**config.mk**
```make
export PLATFORM = sky130hd
export DESIGN_NAME = updown_counter_flat
export DESIGN_NICKNAME = d
export VERILOG_FILES = /design/src/rtl/updown_counter_if.sv /design/src/rtl/updown_counter.sv /design/src/flat_wrapper.sv
export SDC_FILE = /design/constraint.sdc
export NUM_CORES = 1
export LEC_CHECK = 0
export ABC_AREA = 1
export CAP_MARGIN = 20
export CORE_UTILIZATION = 50
export DETAILED_ROUTE_END_ITERATION = 8
export DONT_BUFFER_PORTS = 1
export GPL_TIMING_DRIVEN = 0
export PLACE_DENSITY = 0.71
export SLEW_MARGIN = 30
export SYNTH_ARGS = -nofsm -noshare
export SYNTH_HDL_FRONTEND = slang
export SYNTH_SLANG_ARGS = --single-unit
```
**constraint.sdc**
```tcl
create_clock -name clk -period 3.4 [get_ports clk]
set_clock_uncertainty 0.2 [all_clocks]
set_input_delay 0.51 -clock clk [delete_from_list [all_inputs] [get_ports clk]]
set_output_delay 0.51 -clock clk [all_outputs]
set_load 0.02 [all_outputs]
```
**src/rtl/updown_counter_if.sv**
```systemverilog
`default_nettype none
// ============================================================================
// Module      : updown_counter_if
// Description : Control and status bundle for updown_counter.
// Revision    : 1.0 - initial release
// ============================================================================
interface updown_counter_if #(
    parameter int WIDTH = 8
);
    logic             clr;
    logic             load;
    logic [WIDTH-1:0] load_val;
    logic             en;
    logic             up;
    logic [WIDTH-1:0] count;
    logic             at_max;
    logic             at_min;
    logic             wrap;
    logic             ovf;

    modport master (
        output clr, load, load_val, en, up,
        input  count, at_max, at_min, wrap, ovf
    );

    modport slave (
        input  clr, load, load_val, en, up,
        output count, at_max, at_min, wrap, ovf
    );
endinterface
`default_nettype wire

```
**src/rtl/updown_counter.sv**
```systemverilog
`default_nettype none
// ============================================================================
// Module      : updown_counter
// Description : Up/down modulo counter with wrap/saturate, load, clear,
//               boundary flags and sticky overflow.
// Revision    : 1.0 - initial release
// ============================================================================
module updown_counter #(
    parameter int WIDTH    = 8,
    parameter int MODULUS  = 256,
    parameter int SATURATE = 0
) (
    input  wire logic        clk,
    input  wire logic        rst_n,
    updown_counter_if.slave  bus
);
    // One extra bit so MODULUS == 2**WIDTH is representable.
    localparam logic [WIDTH:0] c_MAX = (WIDTH+1)'(MODULUS - 1);
    localparam logic [WIDTH:0] c_ONE = (WIDTH+1)'(1);

    logic [WIDTH-1:0] r_count;
    logic             r_wrap;
    logic             r_ovf;

    logic [WIDTH:0]   w_count_ext;
    logic [WIDTH:0]   w_load_ext;
    logic [WIDTH:0]   w_step;
    logic [WIDTH-1:0] w_load_clamp;
    logic [WIDTH-1:0] w_next_count;
    logic             w_next_wrap;
    logic             w_next_ovf;
    logic             w_unused_msb;

    assign w_count_ext  = {1'b0, r_count};
    assign w_load_ext   = {1'b0, bus.load_val};
    assign w_step       = bus.up ? (w_count_ext + c_ONE) : (w_count_ext - c_ONE);
    // Step is only taken away from the boundary, so its top bit is never needed.
    assign w_unused_msb = w_step[WIDTH];
    assign w_load_clamp = (w_load_ext > c_MAX) ? c_MAX[WIDTH-1:0] : bus.load_val;

    always_comb begin
        w_next_count = r_count;
        w_next_wrap  = 1'b0;
        w_next_ovf   = r_ovf;
        if (bus.clr) begin
            w_next_count = '0;
            w_next_ovf   = 1'b0;
        end else if (bus.load) begin
            w_next_count = w_load_clamp;
        end else if (bus.en) begin
            if (bus.up) begin
                if (w_count_ext == c_MAX) begin
                    w_next_wrap  = 1'b1;
                    w_next_ovf   = 1'b1;
                    w_next_count = (SATURATE != 0) ? r_count : '0;
                end else begin
                    w_next_count = w_step[WIDTH-1:0];
                end
            end else begin
                if (w_count_ext == '0) begin
                    w_next_wrap  = 1'b1;
                    w_next_ovf   = 1'b1;
                    w_next_count = (SATURATE != 0) ? r_count : c_MAX[WIDTH-1:0];
                end else begin
                    w_next_count = w_step[WIDTH-1:0];
                end
            end
        end
    end

    always_ff @(posedge clk or negedge rst_n) begin
        if (!rst_n) begin
            r_count <= '0;
            r_wrap  <= 1'b0;
            r_ovf   <= 1'b0;
        end else begin
            r_count <= w_next_count;
            r_wrap  <= w_next_wrap;
            r_ovf   <= w_next_ovf;
        end
    end

    assign bus.count  = r_count;
    assign bus.at_max = (w_count_ext == c_MAX);
    assign bus.at_min = (r_count == '0);
    assign bus.wrap   = r_wrap;
    assign bus.ovf    = r_ovf;
endmodule
`default_nettype wire
```
**src/flat_wrapper.sv**
```systemverilog
// flat-port wrapper written by rule: the top's interface ports become plain ports
module updown_counter_flat 
#(
    parameter int WIDTH    = 8,
    parameter int MODULUS  = 256,
    parameter int SATURATE = 0
)
  (clk, rst_n, bus_clr, bus_load, bus_load_val, bus_en, bus_up, bus_count, bus_at_max, bus_at_min, bus_wrap, bus_ovf);
  updown_counter_if #(.WIDTH(WIDTH)) bus_i ();
  input  wire logic clk;
  input  wire logic rst_n;
  input wire logic [$bits(bus_i.clr)-1:0] bus_clr;
  input wire logic [$bits(bus_i.load)-1:0] bus_load;
  input wire logic [$bits(bus_i.load_val)-1:0] bus_load_val;
  input wire logic [$bits(bus_i.en)-1:0] bus_en;
  input wire logic [$bits(bus_i.up)-1:0] bus_up;
  output wire logic [$bits(bus_i.count)-1:0] bus_count;
  output wire logic [$bits(bus_i.at_max)-1:0] bus_at_max;
  output wire logic [$bits(bus_i.at_min)-1:0] bus_at_min;
  output wire logic [$bits(bus_i.wrap)-1:0] bus_wrap;
  output wire logic [$bits(bus_i.ovf)-1:0] bus_ovf;
  assign bus_i.clr = bus_clr;
  assign bus_i.load = bus_load;
  assign bus_i.load_val = bus_load_val;
  assign bus_i.en = bus_en;
  assign bus_i.up = bus_up;
  assign bus_count = bus_i.count;
  assign bus_at_max = bus_i.at_max;
  assign bus_at_min = bus_i.at_min;
  assign bus_wrap = bus_i.wrap;
  assign bus_ovf = bus_i.ovf;
  updown_counter #(.WIDTH(WIDTH), .MODULUS(MODULUS), .SATURATE(SATURATE)) u_core (.clk(clk), .rst_n(rst_n), .bus(bus_i));
endmodule
```
==> impl_metrics.json, run 1 <==
{
  "status": "finished, final reports clean",
  "clk_pin_slew_worst_paths_ps": 60,
  "period_share_pct": 64.6,
  "wl_per_cell_um": 11.6,
  "setup_violations": 0,
  "tightest_slew_ps": 445,
  "hold_start": "bus_clr",
  "cts_buffers": 3,
  "crit_slowest_cell": "dfrtp_1",
  "path_buf_inv": 1,
  "vias": 911,
  "viasPerCell": 5.18,
  "finalHoldViolations": 0,
  "seq_area_frac_synth_pct": 25.8,
  "core_um2": 1760,
  "synth_area_um2": 968,
  "fillers": 179,
  "grt_pass1_vias": 748,
  "use_met2_pct": 34.4,
  "insertion_delay_ps": 260,
  "met3_usage_pct": 6.75,
  "row_count": 15,
  "path_max_fanout": 4,
  "synthAdderAreaFrac_pct": 9.82,
  "max_stage_delay_ps": 540,
  "track_usage_pct": 20.8,
  "multiInputGateArea_um2": 632,
  "wl_mm": 2.04,
  "yosysWarnings": 0,
  "path_cells": "inv_2 -> nor3_4 -> and3_1",
  "slew_headroom_pct": 70.2,
  "die_height_um": 46.0,
  "dp_hpwl_mm": 1.66,
  "die_area_um2": 2120,
  "setup-tns-final_ps": 0,
  "grt_overflow": 0,
  "antenna_left": 0,
  "min_period_ps": 2200,
  "synthesis.instances": 147,
  "reg2reg_setup_slack_ps": 1300,
  "p_total_uw": 389,
  "ios": 26,
  "gp_congestion": 0.758,
  "fmax_mhz": 456,
  "avgSynthCellArea_um2": 6.59,
  "yosys.area_share.simple_pct": 49.4,
  "cts_tree": "built",
  "layout.nets": 174,
  "grt_max_degree": 11,
  "rsz0062_at_grt": "no",
  "synthDistinctLibCells": 22,
  "critPathLaunchType": "flop",
  "synth_compound_area_share_pct": 5.17,
  "use_met1_pct": 26.9,
  "synth_top_family_by_area": "simple AND/OR/NAND/NOR gates",
  "cts_sinks": 10,
  "synth_nets": 168,
  "synthMuxAreaShare_pct": 0,
  "synth_xor_xnor_area_share_pct": 0.904,
  "initial_core_util_pct": 54.9,
  "seq_area_um2": 250,
  "antenna_cells": 0,
  "root_buffer": "clkbuf_4",
  "top_usage_layer": "met2",
  "max_cap_violations": 0,
  "port_buffers": 0,
  "cp-end-kind": "output port",
  "slew_viol_final": 0,
  "hold_class": "primary input to flop",
  "route.detailed.drc": 0,
  "cts_buffer_depth": 2,
  "antenna_found_initial": 0,
  "reg2reg_from": "u_core.bus.count[0]",
  "htree_num_levels": 1,
  "cp-startpoint": "u_core.bus.count[7]",
  "die_width_um": 46.0,
  "crit_type": "flop to output port",
  "drive_gt1_share_pct": 13.2,
  "cellPowerDensity_nw_per_um2": 377,
  "yosys_register_bits": 10,
  "p_leak_nw": 0.587,
  "drt_iter0_markers": 15,
  "first_pass_iters": 4,
  "area_delta_synth_final_pct": 6.59,
  "crit_family": "simple AND/OR/NAND/NOR gates",
  "cp.arrival_ps": 1490,
  "ir_drop_mv": 0.233,
  "cp_data_required_time_ps": 2690,
  "grt_pass1_wl_mm": 3.13
}
[final timing paths]
kind	to	cells past startpoint
max	bus_at_max	3
min	u_core.bus.ovf	1
max reg2reg	u_core.bus.count[6]	12
min reg2reg	u_core.bus.ovf	2
max in group asynchronous	u_core.bus.wrap	1
min in group asynchronous	u_core.bus.count[7]	1
[state kept, by name (all words and copies together), names as in the netlist]
signal	count
u_core.bus.count	8
u_core.bus.wrap	1
u_core.bus.ovf	1
[area by class of cell]
type	count	area share, %
inverters	20	7.27
clock buffers	3	2.18
flip-flops and latches	10	24.2
repair buffers	1	0.970
plain buffers	1	1.09
multi-input cells	116	61.2
well taps	25	3.03
[cell families (layout without fill, tap and decap cells)]
family / Yosys count / count (layout)
and+or+nand+nor: 99 / 99
buffers and inverters: 21 / 25
DFF: 10 / 10
AOI/OAI and AO/OA: 9 / 9
adders and majority gates: 7 / 7
xor gates and xnor gates: 1 / 1
[report_power, final]
part,switching (mW),internal (mW)
combinational,0.0907,0.0596
sequential,0.0338,0.130
clock,0.0339,0.0405
[cell usage in the layout, fill, tap and decap left out]
cell	count
a21oi_1	4
a21oi_2	1
and3_1	1
buf_6	1
clkbuf_4	3
dfrtp_1	10
dlygate4sd3_1	1
fa_1	1
ha_1	6
inv_1	17
inv_2	3
nand2_1	52
nand3_1	14
nand3b_1	3
nand4_4	1
nor2_1	13
nor2_2	8
nor3_4	2
o21ai_0	1
o21ai_1	2
o22ai_1	1
or2_1	4
or2_2	1
xnor2_1	1
[metal layers]
metal  wire length [um]  vias up
met5                  0        -
met4                 14        0
met3                 92        2
met2               1010       22
met1                923      418
li1                   -      469
[synth_stat cells]
cell       n  area share [%]
inv_2      3             1.2
nand2_1   52              20
fa_1       1             2.1
o21ai_0    1            0.52
nand3_1   14             7.2
nor2_1    13             5.0
nand4_4    1             2.2
or2_2      1            0.65
nand3b_1   3             2.3
xnor2_1    1            0.90
or2_1      4             2.6
inv_1     17             6.6
a21oi_1    4             2.1
o21ai_1    2             1.0
nor2_2     8             5.2
dfrtp_1   10              26
o22ai_1    1            0.65
nor3_4     2             3.4
and3_1     1            0.65
a21oi_2    1            0.90
buf_6      1             1.2
ha_1       6             7.8
[per-stage QoR]
step	setup slack (ps)	hold slack [ps]	cell area, um2	util (%)	instances
4_1_cts	1180	138	1030	58.5	176
2_1_floorplan	1490	14.4	968	-	147
3_5_place_dp	1310	14.6	1000	56.7	172
6_report	1200	142	1030	58.5	176
5_1_grt	1140	141	1030	58.5	176
3_3_place_gp	1330	14.6	1000	56.7	172
[repair_timing]
item | in CTS | in global routing
resized for setup | 0 | 0
hold buffers | 1 | 0
hold endpoints to repair | 10 | 0
setup buffers | 0 | 0
Note: power is estimated with default switching activity, not from simulation.
==> inputs of run 2 (changes only) <==
- clock period: 3.4 -> 2.2 ns (I/O delays scaled with it)
==> impl_metrics.json, run 2 (same netlist as run 1, synthesis figures left out) <==
{
  "p_clk_share_pct": 19.4,
  "port_buffers": 0,
  "grt_pass1_vias": 757,
  "cts_buffers": 3,
  "critPathLaunchType": "flop",
  "layout_common_cells": "52 x nand2_1, 17 x inv_1, 14 x nand3_1",
  "hold_start": "bus_clr",
  "viasPerCell": 5.24,
  "postLayoutCellArea_um2": 1040,
  "p_leak_nw": 0.590,
  "cts_buffer_depth": 2,
  "cts_sinks": 10,
  "layout_commonest_cell": "nand2_1",
  "hold_class": "primary input to flop",
  "first_pass_iters": 4,
  "comb_power_share_pct": 38.6,
  "clk_pin_slew_worst_paths_ps": 60,
  "antenna_cells": 0,
  "reg2reg_from": "u_core.bus.count[0]",
  "max_stage_delay_ps": 550,
  "cp.arrival_ps": 1490,
  "crit_type": "flop to output port",
  "min_period_ps": 2020,
  "antenna_found_initial": 0,
  "grt_overflow": 0,
  "drive_gt1_share_pct": 13.8,
  "cts_setup_buffers": 0,
  "initial_core_util_pct": 54.9,
  "sequentialPowerShare_pct": 42.0,
  "path_cells": "inv_2 -> nor3_4 -> and3_1",
  "row_count": 15,
  "grt_max_degree": 11,
  "fillers": 180,
  "hold_path_end": "u_core.bus.count[2]",
  "path_max_fanout": 4,
  "place_area_um2": 1000,
  "status": "finished, final reports clean",
  "min_delay_path_depth": 3,
  "slew_viol_final": 0,
  "slew_headroom_pct": 70.4,
  "cts_tree": "built",
  "rr_worst_depth": 12,
  "crit_slowest_cell": "dfrtp_1",
  "insertion_delay_ps": 260,
  "route.detailed.drc": 0,
  "largest_register_ffs": 8,
  "wl_mm": 2.12,
  "root_buffer": "clkbuf_4",
  "antenna_left": 0,
  "die_width_um": 46.0,
  "setup-tns-final_ps": 0,
  "vias": 927,
  "finalHoldViolations": 0,
  "period_share_pct": 91.9,
  "ir_drop_mv": 0.369,
  "cellPowerDensity_nw_per_um2": 581,
  "htree_num_levels": 1,
  "gp_congestion": 0.758,
  "max_cap_violations": 0,
  "setup_violations": 0,
  "wl_per_cell_um": 12.0,
  "ios": 26,
  "drt_iter0_markers": 14,
  "core_um2": 1760,
  "track_usage_pct": 21.6,
  "dp_hpwl_mm": 1.66,
  "reg2reg_setup_slack_ps": 210,
  "rr_endpoint": "u_core.bus.count[6]",
  "fmax_mhz": 495,
  "p_switching_uw": 248,
  "layout.nets": 175,
  "die_area_um2": 2120,
  "grt_pass1_wl_mm": 3.22,
  "rsz0062_at_grt": "no",
  "swShare_pct": 41.0,
  "p_int_uw": 358,
  "cp-end-kind": "output port",
  "area_delta_synth_final_pct": 7.75,
  "cp_data_required_time_ps": 1670,
  "tightest_slew_ps": 443,
  "p_total_uw": 606,
  "die_height_um": 46.0
}
run 2: changes by cell type in the layout (fill, tap and decap cells not counted):
cell / before / now
dfrtp_1: 10 / 9
dlygate4sd3_1: 1 / 2
dfrtp_2: 0 / 1
run 2: area by class of cell:
type | instances | area, um2 | share of cell area [%]
multi-input combinational | 116 | 632 | 60.6
sequential | 10 | 251 | 24.1
inverter | 20 | 75.1 | 7.19
tap | 25 | 31.3 | 3.00
clock buffer | 3 | 22.5 | 2.16
timing repair buffer | 2 | 20.0 | 1.92
buffer | 1 | 11.3 | 1.08
run 2: worst max-delay path: cells and delay by family, from the launching register on:
kind	cells	cell delay [ps]
flip-flops	1	550
AND/OR/NAND/NOR	2	580
buffers and inverters	1	100
run 2: worst max path at each step:
stage | start | endpoint | slack (ps) | cells past startpoint
after floorplan | u_core.bus.count[0] | u_core.bus.count[6] | 310 | 12
after global placement | u_core.bus.count[0] | u_core.bus.count[6] | 130 | 12
after detailed placement | u_core.bus.count[0] | u_core.bus.count[6] | 130 | 12
after CTS | u_core.bus.count[0] | u_core.bus.count[6] | 110 | 12
after global routing | u_core.bus.count[0] | u_core.bus.count[6] | 60 | 12
final | u_core.bus.count[7] | bus_at_max | 180 | 3
run 2: per-layer routing:
layer	share of wire, %	GRT usage, %
met1	44	27.6
met2	51	36.3
met3	4.7	6.75
met4	0.66	2.35
met5	0	0
run 2: power groups by stage:
stage	registers [mW]	clock network, mW	logic [mW]
floorplan	0.248	0	0.192
global placement	0.258	0	0.221
detailed placement	0.258	0	0.228
CTS	0.255	0.119	0.235
global route	0.258	0.131	0.268
finish	0.254	0.118	0.234
run 2: per-stage QoR:
| stage | std cells | hold slack (ps) | worst slack (ps) | utilization [%] |
|---|---|---|---|---|
| global route | 177 | 49.3 | 57.9 | 59.1 |
| CTS | 177 | 30.4 | 105 | 59.1 |
| finish | 177 | 40.7 | 179 | 59.1 |
| floorplan | 147 | -166 | 314 | - |
| detailed placement | 172 | -165 | 126 | 56.7 |
| global placement | 172 | -165 | 133 | 56.7 |
run 2: what timing repair did:
action	CTS	global route
hold buffers	2	0
endpoints found under the hold margin	11	0
setup endpoints to repair	0	1
gates resized for setup	0	1
